==> src/rtl/vram_pkg.sv <==
// Shared types and default widths for the vector-RAM port arbiter.
package vram_pkg;

  localparam int unsigned DATA_W   = 8;
  localparam int unsigned ADDR_W   = 10;
  localparam int unsigned STREAK_W = 3;

  typedef enum logic {
    ST_IDLE,
    ST_CLEAR
  } arb_state_t;

  typedef enum logic [1:0] {
    OWN_NONE,
    OWN_CPU,
    OWN_VG
  } owner_t;

endpackage

==> src/rtl/vram_clear_seq.sv <==
// Zero-fill address sequencer: walks every RAM address once per clk_en cycle.
module vram_clear_seq
  import vram_pkg::*;
#(
  parameter int unsigned ADDR = ADDR_W
) (
  input  logic            clk,
  input  logic            reset_n,
  input  logic            clk_en,
  input  logic            start,
  output logic            busy,
  output logic [ADDR-1:0] addr,
  output logic            done_c
);

  localparam logic [ADDR-1:0] LAST_ADDR = '1;

  // Final write of the sweep happens in this cycle.
  assign done_c = clk_en & busy & (addr == LAST_ADDR);

  // Counter and busy flag; start is ignored while a sweep is running.
  always_ff @(posedge clk or negedge reset_n) begin
    if (!reset_n) begin
      busy <= 1'b0;
      addr <= '0;
    end else if (clk_en) begin
      if (busy) begin
        addr <= addr + ADDR'(1);
        if (addr == LAST_ADDR) busy <= 1'b0;
      end else if (start) begin
        busy <= 1'b1;
        addr <= '0;
      end
    end
  end

endmodule

==> src/rtl/vram_port_arb.sv <==
// CPU / vector-generator arbiter in front of the single-port vector RAM,
// with read-data return routing and a full-RAM clear engine.
// Build option: VRAM_PORT_ARB_FAIR_EN forces a VG slot after CPU_STREAK
// consecutive contended CPU wins; without it the CPU has strict priority.
module vram_port_arb
  import vram_pkg::*;
#(
  parameter int unsigned DATA = DATA_W,
  parameter int unsigned ADDR = ADDR_W
`ifdef VRAM_PORT_ARB_FAIR_EN
  ,
  parameter int unsigned CPU_STREAK = 4
`endif
) (
  input  logic            clk,
  input  logic            reset_n,
  input  logic            clk_en,
  input  logic            cpu_req,
  input  logic            cpu_wr,
  input  logic [ADDR-1:0] cpu_addr,
  input  logic [DATA-1:0] cpu_din,
  output logic            cpu_ack,
  output logic            cpu_rvalid,
  output logic [DATA-1:0] cpu_dout,
  input  logic            vg_req,
  input  logic [ADDR-1:0] vg_addr,
  output logic            vg_ack,
  output logic            vg_rvalid,
  output logic [DATA-1:0] vg_dout,
  input  logic            clr_start,
  output logic            clr_busy,
  output logic            ram_en,
  output logic            ram_wr,
  output logic [ADDR-1:0] ram_addr,
  output logic [DATA-1:0] ram_din,
  input  logic [DATA-1:0] ram_dout
);

  arb_state_t      state;
  owner_t          pend;
  logic [ADDR-1:0] clr_addr;
  logic            clr_done_c;
  logic            grant_cpu_c;
  logic            grant_vg_c;
  logic            force_vg_c;
  logic            idle_slot_c;
  logic [DATA-1:0] cpu_hold;
  logic [DATA-1:0] vg_hold;

  vram_clear_seq #(
    .ADDR (ADDR)
  ) u_clear_seq (
    .clk     (clk),
    .reset_n (reset_n),
    .clk_en  (clk_en),
    .start   (clr_start & (state == ST_IDLE)),
    .busy    (clr_busy),
    .addr    (clr_addr),
    .done_c  (clr_done_c)
  );

  assign idle_slot_c = reset_n & clk_en & (state == ST_IDLE);

`ifdef VRAM_PORT_ARB_FAIR_EN
  logic [STREAK_W-1:0] streak;

  assign force_vg_c = (streak >= STREAK_W'(CPU_STREAK));

  // Count contended CPU wins; any other arbitration outcome restarts the run.
  always_ff @(posedge clk or negedge reset_n) begin
    if (!reset_n) begin
      streak <= '0;
    end else if (idle_slot_c) begin
      if (grant_cpu_c && vg_req) streak <= streak + STREAK_W'(1);
      else                       streak <= '0;
    end
  end
`else
  assign force_vg_c = 1'b0;
`endif

  // Pick at most one winner per enabled IDLE cycle.
  always_comb begin
    grant_cpu_c = 1'b0;
    grant_vg_c  = 1'b0;
    if (idle_slot_c) begin
      if (cpu_req && !(vg_req && force_vg_c)) grant_cpu_c = 1'b1;
      else if (vg_req)                        grant_vg_c  = 1'b1;
    end
  end

  // Drive the RAM port from the clear engine or the winning requester.
  always_comb begin
    ram_en   = 1'b0;
    ram_wr   = 1'b0;
    ram_addr = '0;
    ram_din  = '0;
    if (clk_en && state == ST_CLEAR) begin
      ram_en   = 1'b1;
      ram_wr   = 1'b1;
      ram_addr = clr_addr;
    end else if (grant_cpu_c) begin
      ram_en   = 1'b1;
      ram_wr   = cpu_wr;
      ram_addr = cpu_addr;
      ram_din  = cpu_din;
    end else if (grant_vg_c) begin
      ram_en   = 1'b1;
      ram_addr = vg_addr;
    end
  end

  assign cpu_ack    = grant_cpu_c;
  assign vg_ack     = grant_vg_c;
  assign cpu_rvalid = clk_en & (pend == OWN_CPU);
  assign vg_rvalid  = clk_en & (pend == OWN_VG);
  assign cpu_dout   = cpu_rvalid ? ram_dout : cpu_hold;
  assign vg_dout    = vg_rvalid  ? ram_dout : vg_hold;

  // Arbiter state: leave IDLE on a clear command, return after the last write.
  always_ff @(posedge clk or negedge reset_n) begin
    if (!reset_n) begin
      state <= ST_IDLE;
    end else if (clk_en) begin
      case (state)
        ST_IDLE:  if (clr_start)  state <= ST_CLEAR;
        ST_CLEAR: if (clr_done_c) state <= ST_IDLE;
        default:                  state <= ST_IDLE;
      endcase
    end
  end

  // Owner tag of the read in flight; survives clk_en=0 gaps.
  always_ff @(posedge clk or negedge reset_n) begin
    if (!reset_n) begin
      pend <= OWN_NONE;
    end else if (clk_en) begin
      if (grant_cpu_c && !cpu_wr) pend <= OWN_CPU;
      else if (grant_vg_c)        pend <= OWN_VG;
      else                        pend <= OWN_NONE;
    end
  end

  // Per-requester hold of the last returned read word.
  always_ff @(posedge clk or negedge reset_n) begin
    if (!reset_n) begin
      cpu_hold <= '0;
      vg_hold  <= '0;
    end else begin
      if (cpu_rvalid) cpu_hold <= ram_dout;
      if (vg_rvalid)  vg_hold  <= ram_dout;
    end
  end

endmodule

==> config.mk <==
export PLATFORM = sky130hd
export DESIGN_NAME = vram_port_arb
export DESIGN_NICKNAME = d
export VERILOG_FILES = /design/src/rtl/vram_pkg.sv /design/src/rtl/vram_clear_seq.sv /design/src/rtl/vram_port_arb.sv
export SDC_FILE = /design/constraint.sdc
export NUM_CORES = 1
export LEC_CHECK = 0
export BUFFER_PORTS_ARGS = -buffer_cell sky130_fd_sc_hd__buf_4
export CORE_ASPECT_RATIO = 1.4
export CORE_UTILIZATION = 40
export CTS_CLUSTER_DIAMETER = 200
export DETAILED_ROUTE_END_ITERATION = 8
export GPL_ROUTABILITY_DRIVEN = 0
export MAX_ROUTING_LAYER = met4
export PLACE_DENSITY = 0.68
export SLEW_MARGIN = 10
export SYNTH_ARGS = -nofsm -noshare
export SYNTH_HDL_FRONTEND = slang
export SYNTH_SLANG_ARGS = --single-unit
export TNS_END_PERCENT = 50
==> constraint.sdc <==
create_clock -name clk -period 2.4 [get_ports clk]
set_input_delay 0.72 -clock clk [delete_from_list [all_inputs] [get_ports clk]]
set_output_delay 0.72 -clock clk [all_outputs]
set_load 0.02 [all_outputs]
==> impl_metrics.py <==
metrics = {
    "timing": {
        "fin_crit_sh": 0.976,
        "setup-tns-final_ns": 0,
        "fin_crit_ns": 2.34,
        "relSlewSlack": 0.731,
        "max_freq_mhz": 427,
        "skew_ns": 0.00916,
        "tightest_slew_ns": 0.402,
        "rsz0062_at_grt": "false",
        "finalMaxSlewViolations": 0,
        "layout_setup_ws_ns": 0.0569,
        "setup-violations-final": 0,
        "hold_viol": 0,
    },
    "placed_design": {
        "dpl.cell_count": 302,
        "dp_slack_ns": 0.0439,
        "dp_hpwl_um": 3490,
        "port_buffers": 83,
    },
    "synthesis": {
        "synthArstFlopShare": 1.00,
        "ys_ff_latch": 30,
        "synth_mux_area_frac": 0.110,
        "ys_types": 37,
        "synth_xor_area_frac": 0.00508,
        "synth_compound_area_frac": 0.172,
        "synthTopCellsByArea": "dfrtp_1 44%, mux2_2 10%, nand3b_1 6.1%",
        "synthCells": 179,
        "ys_seq_area_frac": 0.435,
        "synth_top_area_frac": 0.435,
        "synth_adder_area_share": 0.00726,
        "avgSynthCellArea_um2": 9.63,
        "syn_nets": 223,
        "synthFlopType": "dfrtp_1",
        "netlist_area_um2": 1720,
        "yosysWarnings": 0,
        "synth_top_family_by_area": "simple AND/OR/NAND/NOR gates",
        "synth_edf_count": 0,
        "yosysTopAreaCell": "dfrtp_1",
        "synthSimpleGateAreaFrac": 0.226,
    },
    "clocking": {
        "ctsHoldBuffers": 0,
        "ctsHtreeMaxLevel": 2,
        "cts.sinks": 30,
        "clk-insertion-delay-late_ns": 0.28,
        "ctsResizeCount": 0,
        "tritoncts": "done",
        "clk_path_buf_depth": 2,
        "postCtsSetupRepairBufs": 0,
        "clk_pin_slew_ns": 0.07,
        "cts-buffers-inserted": 5,
        "cts_root_buf": "clkbuf_8",
    },
    "route": {
        "viasPerCell": 5.32,
        "drtAntennaViolNets": 0,
        "wirelength_um": 4540,
        "drc": 7,
        "drt_pass1_iterations": 6,
        "via_count": 1648,
        "wl_per_cell_um": 14.7,
        "drt_iter0_drc": 71,
    },
    "layout": {
        "nNetsFinal": 310,
        "fin_util": 0.629,
        "final_cell_mix": "86 x buf_4, 30 x dfrtp_1, 26 x nand2_1",
        "insertedDiodeCount": 0,
        "fin_cells": 310,
        "drive_above_1_share": 0.438,
        "syn_to_final_growth_pct": 46.7,
        "mostFrequentLayoutCell": "buf_4",
    },
    "critical_path": {
        "ff2ff_setup_slack_ns": 0.78,
        "slowest_delay_ns": 0.35,
        "path_class": "primary input to output pin",
        "arrival_ns": 1.62,
        "crit_required_ns": 1.68,
        "slowest_stage": "mux2_2",
        "reg2reg_depth": 4,
        "path_max_fanout": 9,
        "crit_start": "clk_en",
        "cp-endpoint": "cpu_dout[3]",
        "worstReg2RegEnd": "u_clear_seq.addr[8]",
        "crit_chain": "buf_4 > nand3b_1 > buf_12 > mux2_2 > buf_4",
        "end_kind": "output pin",
        "startpoint_type": "primary input",
        "r2r_start": "u_clear_seq.addr[0]",
        "cp_common_cell": "buf_4",
    },
    "pwr": {
        "power_density_nw_per_um2": 523,
        "fin_total_pwr_w": 0.00132,
        "ir_drop_mv": 0.359,
        "p_leak_nw": 1.29,
    },
    "outcome": {
        "violations": "design-rule violations",
        "status": "finished with violations",
    },
    "floorplan": {
        "dieArea_um2": 4580,
        "start_util": 0.429,
        "core_um2": 4020,
        "rows": 27,
        "die_w_um": 57.5,
        "pin_count": 84,
        "dieHeight_um": 79.7,
    },
    "global_routing": {
        "antenna_found_initial": 0,
        "grt_pass1_vias": 1674,
        "grt_usage": 0.223,
        "grt_pass1_wl_um": 7680,
        "grt_max_degree": 31,
        "grt-ovfl-total": 0,
    },
    "flow_run": {
        "drv_cap": 0,
    },
    "hold_path": {
        "hold_path_class": "primary input to asynchronous set/reset pin",
    },
}
-- registers in the layout (all words and copies together), names as in the netlist --
register and count:
state 1, pend 2, cpu_hold 8, u_clear_seq.addr 10, vg_hold 8, u_clear_seq.busy 1
-- Yosys cell counts (2+ instances only) --
library cell,number
clkbuf_1,7
nor2b_1,2
o41ai_1,2
o31ai_1,2
nand3_1,4
dfrtp_1,30
o21ai_0,3
mux2_2,16
or4_1,2
nand2_1,26
a21o_1,11
a21oi_1,11
and2_1,9
o211ai_1,5
nand4_1,3
a22o_1,2
nand3b_1,14
inv_1,11
-- worst max-delay path, delay by kind of cell --
family                 cells  cell delay (ns)
AND/OR/NAND/NOR            1             0.12
multiplexers               1             0.35
buffers and inverters      3             0.43
-- power breakdown --
| part | switching [W] | leakage (nW) | total [W] | internal [W] |
|---|---|---|---|---|
| Sequential | 0.0000676 | 0.401 | 0.000615 | 0.000548 |
| Clock | 0.000191 | 0.0472 | 0.000421 | 0.000230 |
| Combinational | 0.000140 | 0.841 | 0.000287 | 0.000148 |
| Total | 0.000398 | 1.29 | 0.00132 | 0.000926 |
-- area by class of cell --
type / count / area, um^2
fill: 377 / 1490
multi-input combinational: 130 / 902
sequential: 30 / 751
timing repair buffer: 88 / 686
clock buffer: 6 / 82.6
tap: 43 / 53.8
inverter: 11 / 41.3
clock inverter: 2 / 12.5
-- kinds of logic (layout without fill, tap and decap cells) --
logic type               after synthesis  count (layout)
AND/OR/NAND/NOR                       68              68
AO/OA/AOI/OAI                         43              43
flip-flops                            30              30
buffers and inverters                 19             107
multiplexers                          17              17
adder cells (fa/ha/maj)                1               1
XOR/XNOR                               1               1
-- through the flow --
step | area [um^2] | hold slack, ns
2_1_floorplan | 1720 | 0.424
3_3_place_gp | 2430 | 0.479
3_5_place_dp | 2430 | 0.486
4_1_cts | 2520 | 0.484
5_1_grt | 2530 | 0.511
6_report | 2530 | 0.494
-- worst min-delay path by stage --
stage | to | depth (start not counted) | slack, ns | startpoint
floorplan | cpu_hold[0] | 0 | 0.42 | reset_n
global placement | vg_hold[4] | 1 | 0.48 | vg_hold[4]
detailed placement | vg_hold[5] | 1 | 0.49 | vg_hold[5]
CTS | u_clear_seq.addr[7] | 2 | 0.48 | reset_n
global route | cpu_hold[1] | 2 | 0.51 | reset_n
finish | u_clear_seq.busy | 2 | 0.49 | reset_n
-- layer usage --
layer	track usage	wire (um)	vias to the layer above
li1	-	-	821
met5	-	0	-
met3	0.0535	272	6
met2	0.395	2410	55
met4	0.0732	59	0
met1	0.242	1800	766
Power figures use the tool's default switching activity.
